<file path="config.mk">
export PLATFORM = sky130hd
export DESIGN_NAME = result_uart_tx
export DESIGN_NICKNAME = d
export VERILOG_FILES = /design/src/rtl/result_uart_tx.sv
export SDC_FILE = /design/constraint.sdc
export NUM_CORES = 1
export LEC_CHECK = 0
export ABC_AREA = 1
export CAP_MARGIN = 20
export CORE_UTILIZATION = 60
export CTS_CLUSTER_DIAMETER = 200
export DETAILED_ROUTE_END_ITERATION = 16
export PLACE_DENSITY = 0.88
export SETUP_SLACK_MARGIN = 0.3
export SLEW_MARGIN = 40
export SYNTH_ARGS = -nofsm -noshare
export SYNTH_HDL_FRONTEND = slang
export SYNTH_SLANG_ARGS = --single-unit
</file>
<file path="constraint.sdc">
create_clock -name clk -period 2.8 [get_ports clk]
set_input_delay 0.7 -clock clk [delete_from_list [all_inputs] [get_ports clk]]
set_output_delay 0.7 -clock clk [all_outputs]
set_load 0.03 [all_outputs]
</file>
<file path="src/rtl/result_uart_tx.sv">
// Queues classification results in a small FIFO and sends each one to the ESP32 as a framed
// 4-byte UART packet. The optional macro RESULT_TX_PARITY_EN selects 8E1 framing; SEQ_W must be >= 5.
module result_uart_tx #(
    parameter int FIFO_DEPTH = 4,
    parameter int SEQ_W      = 5
) (
    input  logic                        clk,
    input  logic                        rst_n,
    input  logic                        enable,
    input  logic [15:0]                 baud_div,
    input  logic                        result_valid,
    input  logic [1:0]                  class_id,
    input  logic [7:0]                  confidence,
    input  logic                        alarm_active,
    input  logic                        overflow_clr,
    output logic                        uart_tx,
    output logic                        busy,
    output logic [$clog2(FIFO_DEPTH):0] fifo_count,
    output logic                        overflow
);
    localparam int PTR_W = $clog2(FIFO_DEPTH);
    localparam int CNT_W = PTR_W + 1;
    localparam logic [7:0] SYNC_BYTE = 8'hA5;

    localparam logic [2:0] S_IDLE   = 3'd0;
    localparam logic [2:0] S_START  = 3'd1;
    localparam logic [2:0] S_DATA   = 3'd2;
    localparam logic [2:0] S_STOP   = 3'd3;
`ifdef RESULT_TX_PARITY_EN
    localparam logic [2:0] S_PARITY = 3'd4;
`endif

    logic [15:0]      fifo_mem [FIFO_DEPTH];
    logic [PTR_W-1:0] wr_ptr_q, wr_ptr_d, rd_ptr_q, rd_ptr_d;
    logic [CNT_W-1:0] count_q, count_d;
    logic [SEQ_W-1:0] seq_q, seq_d;
    logic             overflow_q, overflow_d;

    logic [2:0]       state_q, state_d;
    logic [15:0]      baud_q, baud_d;
    logic [15:0]      cnt_q, cnt_d;
    logic [2:0]       bit_idx_q, bit_idx_d;
    logic [1:0]       byte_idx_q, byte_idx_d;
    logic [7:0]       shift_q, shift_d;
    logic [23:0]      pkt_q, pkt_d;
    logic             tx_q, tx_d;
    logic             busy_q, busy_d;
`ifdef RESULT_TX_PARITY_EN
    logic             par_q, par_d;
`endif

    logic        push_req, push_ok, pop, drop, bit_done;
    logic [15:0] push_entry, rd_entry;

    // Each entry already holds B1 and B2, so the sequence number is frozen at capture time.
    assign push_entry = {alarm_active, seq_q[4:0], class_id, confidence};
    assign rd_entry   = fifo_mem[rd_ptr_q];

    assign push_req = result_valid & enable;
    assign pop      = (state_q == S_IDLE) & enable & (count_q != '0);
    assign push_ok  = push_req & ((count_q != CNT_W'(FIFO_DEPTH)) | pop);
    assign drop     = push_req & ~push_ok;
    assign bit_done = (cnt_q == baud_q);

    always_comb begin
        wr_ptr_d   = wr_ptr_q;
        rd_ptr_d   = rd_ptr_q;
        count_d    = count_q;
        seq_d      = seq_q;
        overflow_d = overflow_q;
        if (push_ok) begin
            wr_ptr_d = wr_ptr_q + PTR_W'(1);
            seq_d    = seq_q + SEQ_W'(1);
        end
        if (pop) begin
            rd_ptr_d = rd_ptr_q + PTR_W'(1);
        end
        case ({push_ok, pop})
            2'b10:   count_d = count_q + CNT_W'(1);
            2'b01:   count_d = count_q - CNT_W'(1);
            default: count_d = count_q;
        endcase
        // A drop in the same cycle as a clear must leave the flag set.
        if (drop) begin
            overflow_d = 1'b1;
        end else if (overflow_clr) begin
            overflow_d = 1'b0;
        end
    end

    always_comb begin
        state_d    = state_q;
        baud_d     = baud_q;
        cnt_d      = cnt_q;
        bit_idx_d  = bit_idx_q;
        byte_idx_d = byte_idx_q;
        shift_d    = shift_q;
        pkt_d      = pkt_q;
        tx_d       = tx_q;
        busy_d     = busy_q;
`ifdef RESULT_TX_PARITY_EN
        par_d      = par_q;
`endif
        if (state_q != S_IDLE) begin
            cnt_d = bit_done ? 16'd0 : cnt_q + 16'd1;
        end
        case (state_q)
            S_IDLE: begin
                if (pop) begin
                    state_d    = S_START;
                    baud_d     = baud_div;
                    cnt_d      = 16'd0;
                    byte_idx_d = 2'd0;
                    shift_d    = SYNC_BYTE;
                    pkt_d      = {SYNC_BYTE ^ rd_entry[15:8] ^ rd_entry[7:0], rd_entry[7:0], rd_entry[15:8]};
                    tx_d       = 1'b0;
                    busy_d     = 1'b1;
`ifdef RESULT_TX_PARITY_EN
                    par_d      = ^SYNC_BYTE;
`endif
                end
            end
            S_START: begin
                if (bit_done) begin
                    state_d   = S_DATA;
                    bit_idx_d = 3'd0;
                    tx_d      = shift_q[0];
                    shift_d   = {1'b0, shift_q[7:1]};
                end
            end
            S_DATA: begin
                if (bit_done) begin
                    if (bit_idx_q == 3'd7) begin
`ifdef RESULT_TX_PARITY_EN
                        state_d = S_PARITY;
                        tx_d    = par_q;
`else
                        state_d = S_STOP;
                        tx_d    = 1'b1;
`endif
                    end else begin
                        bit_idx_d = bit_idx_q + 3'd1;
                        tx_d      = shift_q[0];
                        shift_d   = {1'b0, shift_q[7:1]};
                    end
                end
            end
`ifdef RESULT_TX_PARITY_EN
            S_PARITY: begin
                if (bit_done) begin
                    state_d = S_STOP;
                    tx_d    = 1'b1;
                end
            end
`endif
            S_STOP: begin
                if (bit_done) begin
                    if (byte_idx_q != 2'd3) begin
                        state_d    = S_START;
                        byte_idx_d = byte_idx_q + 2'd1;
                        tx_d       = 1'b0;
                        shift_d    = pkt_q[7:0];
                        pkt_d      = {8'h00, pkt_q[23:8]};
`ifdef RESULT_TX_PARITY_EN
                        par_d      = ^pkt_q[7:0];
`endif
                    end else begin
                        state_d = S_IDLE;
                        busy_d  = 1'b0;
                    end
                end
            end
            default: begin
                state_d = S_IDLE;
                tx_d    = 1'b1;
                busy_d  = 1'b0;
            end
        endcase
    end

    always_ff @(posedge clk) begin
        if (push_ok) begin
            fifo_mem[wr_ptr_q] <= push_entry;
        end
    end

    always_ff @(posedge clk or negedge rst_n) begin
        if (!rst_n) begin
            wr_ptr_q   <= '0;
            rd_ptr_q   <= '0;
            count_q    <= '0;
            seq_q      <= '0;
            overflow_q <= 1'b0;
            state_q    <= S_IDLE;
            baud_q     <= 16'd0;
            cnt_q      <= 16'd0;
            bit_idx_q  <= 3'd0;
            byte_idx_q <= 2'd0;
            shift_q    <= 8'd0;
            pkt_q      <= 24'd0;
            tx_q       <= 1'b1;
            busy_q     <= 1'b0;
`ifdef RESULT_TX_PARITY_EN
            par_q      <= 1'b0;
`endif
        end else begin
            wr_ptr_q   <= wr_ptr_d;
            rd_ptr_q   <= rd_ptr_d;
            count_q    <= count_d;
            seq_q      <= seq_d;
            overflow_q <= overflow_d;
            state_q    <= state_d;
            baud_q     <= baud_d;
            cnt_q      <= cnt_d;
            bit_idx_q  <= bit_idx_d;
            byte_idx_q <= byte_idx_d;
            shift_q    <= shift_d;
            pkt_q      <= pkt_d;
            tx_q       <= tx_d;
            busy_q     <= busy_d;
`ifdef RESULT_TX_PARITY_EN
            par_q      <= par_d;
`endif
        end
    end

    assign uart_tx    = tx_q;
    assign busy       = busy_q;
    assign fifo_count = count_q;
    assign overflow   = overflow_q;
endmodule

</file>
==> results of run 1 <==
==> per-layer routing <==
layer / up-vias / GRT usage
met5: - / 0
met2: 146 / 0.435
met3: 32 / 0.0634
li1: 2433 / -
met4: 0 / 0.115
met1: 2430 / 0.314
==> state kept, by name, summed over array words and instances (netlist names), 3 cells and up <==
register	count
fifo_count	3
bit_idx_q	3
fifo_mem	64
pkt_q	24
seq_q	5
baud_q	16
shift_q	8
cnt_q	16
==> through the flow <==
stage                     instances  cell area (sq um)  total power, mW  hold slack, ns  utilization
after CTS                       898               8010             9.68           0.292        0.726
final                           898               8010             9.67           0.253        0.726
after global routing            898               8010             10.3           0.319        0.726
after floorplan                 705               6940             6.50           0.404            -
after detailed placement        866               7420             7.32           0.475        0.673
after global placement          866               7420             7.07           0.459        0.673
==> power groups by stage <==
stage / combinational, mW / sequential, mW / clock [mW]
6_report: 3.91 / 3.50 / 2.27
2_1_floorplan: 3.05 / 3.45 / 0
4_1_cts: 3.90 / 3.49 / 2.29
3_3_place_gp: 3.61 / 3.46 / 0
3_5_place_dp: 3.82 / 3.50 / 0
5_1_grt: 4.36 / 3.56 / 2.39
==> cells by family (layout without fill, tap and decap cells) <==
logic type | count (synthesis) | in the layout | share of synthesized area
simple gates | 289 | 289 | 0.170
flops | 150 | 150 | 0.587
compound gates | 139 | 139 | 0.128
buf+inv | 85 | 138 | 0.0526
xor+xnor | 26 | 26 | 0.0328
fa+ha+maj | 14 | 14 | 0.0263
mux | 2 | 2 | 0.00324
==> worst reg2reg max path: stages, from the launching register on <==
cell	delay, ns
dfrtp_1	0.42
inv_1	0.11
ha_1	0.26
buf_4	0.21
inv_1	0.11
nor2_1	0.18
inv_2	0.11
nand2_2	0.10
inv_2	0.04
nand2_4	0.40
nand2_1	0.21
o21ai_2	0.11
==> synth_stat cells (3+ instances only) <==
| cell | count | area share |
|---|---|---|
| nand2_1 | 219 | 0.12 |
| dfrtp_1 | 85 | 0.31 |
| edfxtp_1 | 64 | 0.28 |
| inv_1 | 51 | 0.028 |
| o21ai_0 | 47 | 0.034 |
| nor2_1 | 33 | 0.018 |
| a21oi_1 | 25 | 0.018 |
| o21ai_2 | 19 | 0.024 |
| xor2_1 | 19 | 0.024 |
| a32o_1 | 15 | 0.022 |
| nand3_1 | 15 | 0.011 |
| o21ai_1 | 15 | 0.011 |
| clkbuf_1 | 14 | 0.0076 |
| ha_1 | 13 | 0.023 |
| o22ai_1 | 12 | 0.011 |
| buf_2 | 7 | 0.0050 |
| inv_2 | 7 | 0.0038 |
| nor3_1 | 7 | 0.0050 |
| xnor2_1 | 7 | 0.0088 |
| nand2_2 | 6 | 0.0054 |
| buf_6 | 5 | 0.0081 |
| a221o_1 | 3 | 0.0043 |
==> how the worst max path moves through the flow <==
stage | start | cells past startpoint | slack (ns) | to
finish | state_q[1]$_DFFE_PN0P_ | 11 | 0.46 | pkt_q[2]$_DFFE_PN0P_
detailed placement | enable | 9 | 0.16 | fifo_count[2]$_DFFE_PN0P_
floorplan | enable | 5 | 0.56 | fifo_mem[0][0]$_DFFE_PP_
global route | state_q[1]$_DFFE_PN0P_ | 11 | 0.31 | pkt_q[2]$_DFFE_PN0P_
CTS | uart_tx$_DFFE_PN1P_ | 1 | 0.46 | uart_tx
global placement | enable | 9 | 0.20 | fifo_count[2]$_DFFE_PN0P_
==> final cells by class <==
type	instances	area (sq um)
clock buffers	19	433
clock inverters	13	154
fillers	736	3020
inverters	58	218
multi-input cells	470	2500
flip-flops and latches	150	4080
well taps	140	175
repair buffers	48	454
==> impl_results.md, run 1 <==
* Status: finished, final reports clean
* Post-synthesis to final-layout area growth at 15.4%
* Clock tree from TritonCTS: yes
* Fraction of registers with async set or reset after synthesis at 0.573
* Wire length on met1 at 5860 microns
* Period utilisation layout at 0.836
* Maximum number of pins on one net before global-route repair at 72
* Headroom to the max-slew limit at 0.574
* Actual transition at the worst max-transition pin at 0.639 ns
* Number of H-tree branching levels at 4
* Remaining antenna violation count at 0
* Yosys warnings at 0
* Number of flops mapped to enable cells by yosys at 64
* Number of synthesized register bits at 150
* Number of global-route vias before repair at 4931
* Syn Std Cell Area at 6940 sq um
* Hold/Removal Path Class: input port to async pin
* Post_cts resized at 0
* Routed WL per cell at 15.6 microns
* Routed vias at 5041
* Clock skew at 0.0106 ns
* Pre-Repair DR Iteration Count at 5
* Met3 Routed Length at 677 microns
* Pre-CTS setup slack at 0.164 ns
* Critical path's slowest cell: dfrtp_1
* Setup Viol. Count Final at 0
* Worst Setup Start Kind: flop
* DRT Wirelength at 14000 microns
* Setup slack of the most critical reg-to-reg path at 0.46 ns
* Capturing point of the worst reg2reg path: pkt_q[2]$_DFFE_PN0P_
* Upper clock frequency limit at 427 MHz
* Total global routing track utilization at 0.257
* Relative contribution of the clock network to total power at 0.234
* Most frequently used flop master after synthesis: dfrtp_1
* Cell-internal power at 5.81 mW
* Sw frac at 0.399
* Wire length of the first global-routing pass at 23000 microns
* Routability congestion estimate at 0.859
* Crit-path cells: inv_1 -> ha_1 -> buf_4 -> inv_1 -> nor2_1 -> inv_2 -> nand2_2 -> inv_2 -> nand2_4 -> nand2_1 -> o21ai_2
* Buffer levels on the longest clock path at 2
* I/O pin cnt at 38
* Buffers on Ports at 37
* Share of total power in combinational logic at 0.404
* Synth unique cells at 36
* MaxCap Viol Count at 0
* Top metal layer carrying routed signals: met4
* Skew-Pair Late Insertion Delay at 0.43 ns
* Worst path bufs/invs at 5
* Critical path class: flop to flop
* Final-layout setup total negative slack at 0 ns
* Core region area at 11000 sq um
* Buffer type at the clock tree root: clkbuf_16
* Final critical delay including setup and external delays at 2.34 ns
* Total power per unit cell area at 1210 nW/um^2
* Most common cell after layout, fill and taps aside: nand2_1
* DP Wirelength at 9080 microns
* Cts hold-fix bufs at 0
* Met2 Wirelength at 7150 microns
* Beginning of the worst register-to-register path: state_q[1]$_DFFE_PN0P_
* Total global routing overflow at 0
* Layout Nets at 791
* Diodes inserted at 0
* Commonest cells after routing, fill and taps aside: nand2_1 (219), dfrtp_1 (85), edfxtp_1 (64)
* Total clock buffers created by CTS at 17
* Maximum ir drop on the vdd rail at 1030 uV
* Register clock-pin slew on the reported worst setup and hold paths at 0.06 ns
* Delay of the slowest critical-path stage at 0.42 ns
* Static leakage power at 3.44 nW
* Hold violation count in the final report at 0
* Sinks on the clock net at 150
* Sequential fraction of design power at 0.362
* Initial standard-cell utilization of the core at 0.629
* Starting DRC count in detailed routing at 419
* Number of standard cells after synthesis at 705
* Required arrival time at the worst endpoint at 3.14 ns
* CP delay by family, top: simple AND/OR/NAND/NOR gates
* Number of rows in the core area at 38
* Horizontal die dimension at 110 microns
* Proportion of layout cells with a drive suffix above 1 at 0.109
* Top fanout value on the critical path at 44
* Mapped Nets at 751
* Sequential cell area fraction in the yosys report at 0.587
* Final worst-path setup slack at 0.461 ns
* Kind of end point of the critical path: flop
* Post-route DRC at 0
* Die footprint at 12000 sq um
* Overall die height at 110 microns
* Length in cells of the worst reg-to-reg path at 11
* Net switching power figure at 3.86 mW
* Average size of a mapped cell at 9.84 sq um
* Unrepaired setup endpoints after global routing: false
* Vias per inst at 5.61
* Slew Limit Fails at 0
* Data arrival time at the worst-slack endpoint at 2.68 ns
* Antenna violations before repair at 0
* Setup Fix Bufs, Post-CTS at 0
No activity file was read; power rests on OpenSTA's default activity.
==> run 2: changes to the inputs <==
--- a/config.mk
+++ b/config.mk
@@ -7,10 +7,10 @@
 export LEC_CHECK = 0
 export ABC_AREA = 1
 export CAP_MARGIN = 20
-export CORE_UTILIZATION = 60
+export CORE_UTILIZATION = 54
 export CTS_CLUSTER_DIAMETER = 200
 export DETAILED_ROUTE_END_ITERATION = 16
-export PLACE_DENSITY = 0.88
+export PLACE_DENSITY = 0.84
 export SETUP_SLACK_MARGIN = 0.3
 export SLEW_MARGIN = 40
 export SYNTH_ARGS = -nofsm -noshare
==> constraint.sdc (replaced) <==
create_clock -name clk -period 2 [get_ports clk]
set_input_delay 0.5 -clock clk [delete_from_list [all_inputs] [get_ports clk]]
set_output_delay 0.5 -clock clk [all_outputs]
set_load 0.03 [all_outputs]
==> run 2 against run 1 <==
The flow now finishes with violations (negative setup slack). Clock skew barely moved. Die area up 11%. Register-to-register slack got worse by 0.53 ns. Largest cell class unchanged. Routed wire length up 41%. Sequential share of layout area fell by 7.7 points. Sequential cell count unchanged. First-iteration DRC count increased by 36%. Fmax is 13% higher. Total power up 81%. Global-route usage fell by 0.49 points. Combinational power grew 130%. Sequential power increased by 47%.
==> impl_results.md, run 2 (synthesis results as in run 1) <==
* Status: complete, but fails checks (was finished, final reports clean)
* Violations in the final reports: negative setup slack
* Skew-Pair Late Insertion Delay at 0.44 ns (was 0.43 ns)
* Routed WL per cell at 19.8 microns (was 15.6 microns)
* Horizontal die dimension at 115 microns (was 110 microns)
* Register clock-pin slew on the reported worst setup and hold paths at 0.07 ns (was 0.06 ns)
* Total clock buffers created by CTS at 17 (unchanged)
* Biggest regs: fifo_mem: 64 flops, pkt_q: 24 flops (unchanged)
* Clock tree from TritonCTS: yes (unchanged)
* Post-synthesis to final-layout area growth at 36.2% (was 15.4%)
* Maximum ir drop on the vdd rail at 1090 uV (was 1030 uV)
* Hold violation count in the final report at 0 (unchanged)
* Most common cell after layout, fill and taps aside: nand2_1 (unchanged)
* Buffer levels on the longest clock path at 2 (unchanged)
* Final critical delay including setup and external delays at 2.07 ns (was 2.34 ns)
* Unrepaired setup endpoints after global routing: true (was false)
* Antenna violations before repair at 0 (unchanged)
* Upper clock frequency limit at 483 MHz (was 427 MHz)
* Total global routing overflow at 0 (unchanged)
* Worst Setup Start Kind: flop (unchanged)
* Initial standard-cell utilization of the core at 0.552 (was 0.629)
* I/O pin cnt at 38 (unchanged)
* Placed cell count at 923 (was 866)
* Number of H-tree branching levels at 4 (unchanged)
* Top fanout value on the critical path at 7 (was 44)
* Diodes inserted at 0 (unchanged)
* Static leakage power at 4.06 nW (was 3.44 nW)
* Hold/Removal Path Class: input port to async pin (unchanged)
* Setup Viol. Count Final at 39 (was 0)
* Remaining antenna violation count at 0 (unchanged)
* Critical path class: flop to flop (unchanged)
* Period utilisation layout at 1.03 (was 0.836)
* Routability congestion estimate at 0.841 (was 0.859)
* Final worst-path setup slack at -0.0692 ns (was 0.461 ns)
* Pre-Repair DR Iteration Count at 5 (unchanged)
* Maximum number of pins on one net before global-route repair at 40 (was 72)
* Headroom to the max-slew limit at 0.665 (was 0.574)
* Vias per inst at 5.93 (was 5.61)
* Core region area at 12600 sq um (was 11000 sq um)
* Number of rows in the core area at 41 (was 38)
* Post-route DRC at 0 (unchanged)
* Slew Limit Fails at 0 (unchanged)
* Wire length of the first global-routing pass at 25100 microns (was 23000 microns)
* Buffers on Ports at 37 (unchanged)
* Commonest cells after routing, fill and taps aside: nand2_1 (184), dfrtp_1 (79), edfxtp_1 (64) (was nand2_1 (219), dfrtp_1 (85), edfxtp_1 (64))
* DP Wirelength at 9700 microns (was 9080 microns)
* Final-layout setup total negative slack at -1.02 ns (was 0 ns)
* MaxCap Viol Count at 0 (unchanged)
* Kind of end point of the critical path: flop (unchanged)
* Total global routing track utilization at 0.253 (was 0.257)
* Die footprint at 13300 sq um (was 12000 sq um)
* Power Total at 17.5 mW (was 9.67 mW)
* DRT Wirelength at 19700 microns (was 14000 microns)
* Proportion of layout cells with a drive suffix above 1 at 0.309 (was 0.109)
* Buffer type at the clock tree root: clkbuf_16 (unchanged)
* Total power per unit cell area at 1850 nW/um^2 (was 1210 nW/um^2)
* Overall die height at 115 microns (was 110 microns)
* Data arrival time at the worst-slack endpoint at 2.40 ns (was 2.68 ns)
* Required arrival time at the worst endpoint at 2.33 ns (was 3.14 ns)
* Routed vias at 5892 (was 5041)
* Actual transition at the worst max-transition pin at 0.502 ns (was 0.639 ns)
* Starting DRC count in detailed routing at 569 (was 419)
* Layout Nets at 854 (was 791)
* Sinks on the clock net at 150 (unchanged)
* Number of flip-flops in the largest register at 64 (unchanged)
* Final std cells w/o fill at 993 (was 898)
* Most flops, register: fifo_mem (unchanged)
* Clock skew at 0.0109 ns (was 0.0106 ns)
* Number of global-route vias before repair at 5298 (was 4931)
run 2: path summary, 6_finish.rpt:
check	cells past startpoint	slack, ns	from	endpoint
max in group asynchronous	2	1.37	rst_n	cnt_q[5]$_DFF_PN0_
hold reg to reg	2	0.46	uart_tx$_DFFE_PN1P_	uart_tx$_DFFE_PN1P_
hold / removal	1	0.03	rst_n	baud_q[8]$_DFFE_PN0P_
min in group clk	2	0.46	uart_tx$_DFFE_PN1P_	uart_tx$_DFFE_PN1P_
setup reg to reg	15	-0.07	state_q[0]$_DFFE_PN0P_	pkt_q[22]$_DFFE_PN0P_
setup / recovery	15	-0.07	state_q[0]$_DFFE_PN0P_	pkt_q[22]$_DFFE_PN0P_
run 2: metal layers:
| metal | routed length (microns) | share of wire | track usage | vias up |
|---|---|---|---|---|
| li1 | - | - | - | 2566 |
| met3 | 1220 | 0.062 | 0.0659 | 107 |
| met5 | 0 | 0 | 0 | - |
| met4 | 1040 | 0.053 | 0.117 | 0 |
| met2 | 10300 | 0.52 | 0.448 | 310 |
| met1 | 7150 | 0.36 | 0.284 | 2909 |
run 2: report_power, final:
group          internal [mW]  switching [mW]  total, mW
combinational           3.87            5.18       9.05
sequential              4.26           0.871       5.13
clock                   1.88            1.41       3.29
run 2: critical path, cell delays in order (launching register included):
cell and delay [ns]:
dfrtp_1 0.42, inv_2 0.10, ha_4 0.17, nand2_4 0.06, a21oi_4 0.16, buf_6 0.12
buf_6 0.10, buf_12 0.10, nor2_4 0.04, inv_4 0.09, nand2_4 0.07, inv_4 0.07
nand2_8 0.09, clkbuf_16 0.20, nand2_4 0.06, o21ai_1 0.07
run 2: repair_timing:
action	CTS	global route
setup endpoints to repair	127	134
gates resized for setup	48	155
buffers inserted	11	21
endpoints found under the hold margin	0	0
cloned	2	4
pin swaps	4	34
hold buffers	0	0
run 2: metrics by stage:
| stage | hold WS (ns) | worst slack [ns] | instance area [sq um] | utilization |
|---|---|---|---|---|
| final | 0.0294 | -0.0692 | 9450 | 0.752 |
| after global routing | 0.0566 | -0.149 | 9450 | 0.752 |
| after CTS | 0.0397 | 0.0878 | 8730 | 0.695 |
| after detailed placement | 0.478 | -0.393 | 7860 | 0.625 |
| after global placement | 0.460 | -0.321 | 7860 | 0.625 |
| after floorplan | 0.204 | 0.0274 | 6980 | - |
run 2: cell type report:
type / instances / area (sq um)
sequential: 150 / 4080
fill: 683 / 3120
multi-input combinational: 470 / 3040
timing repair buffer: 111 / 1290
clock buffer: 19 / 433
inverter: 58 / 229
tap: 172 / 215
clock inverter: 13 / 163
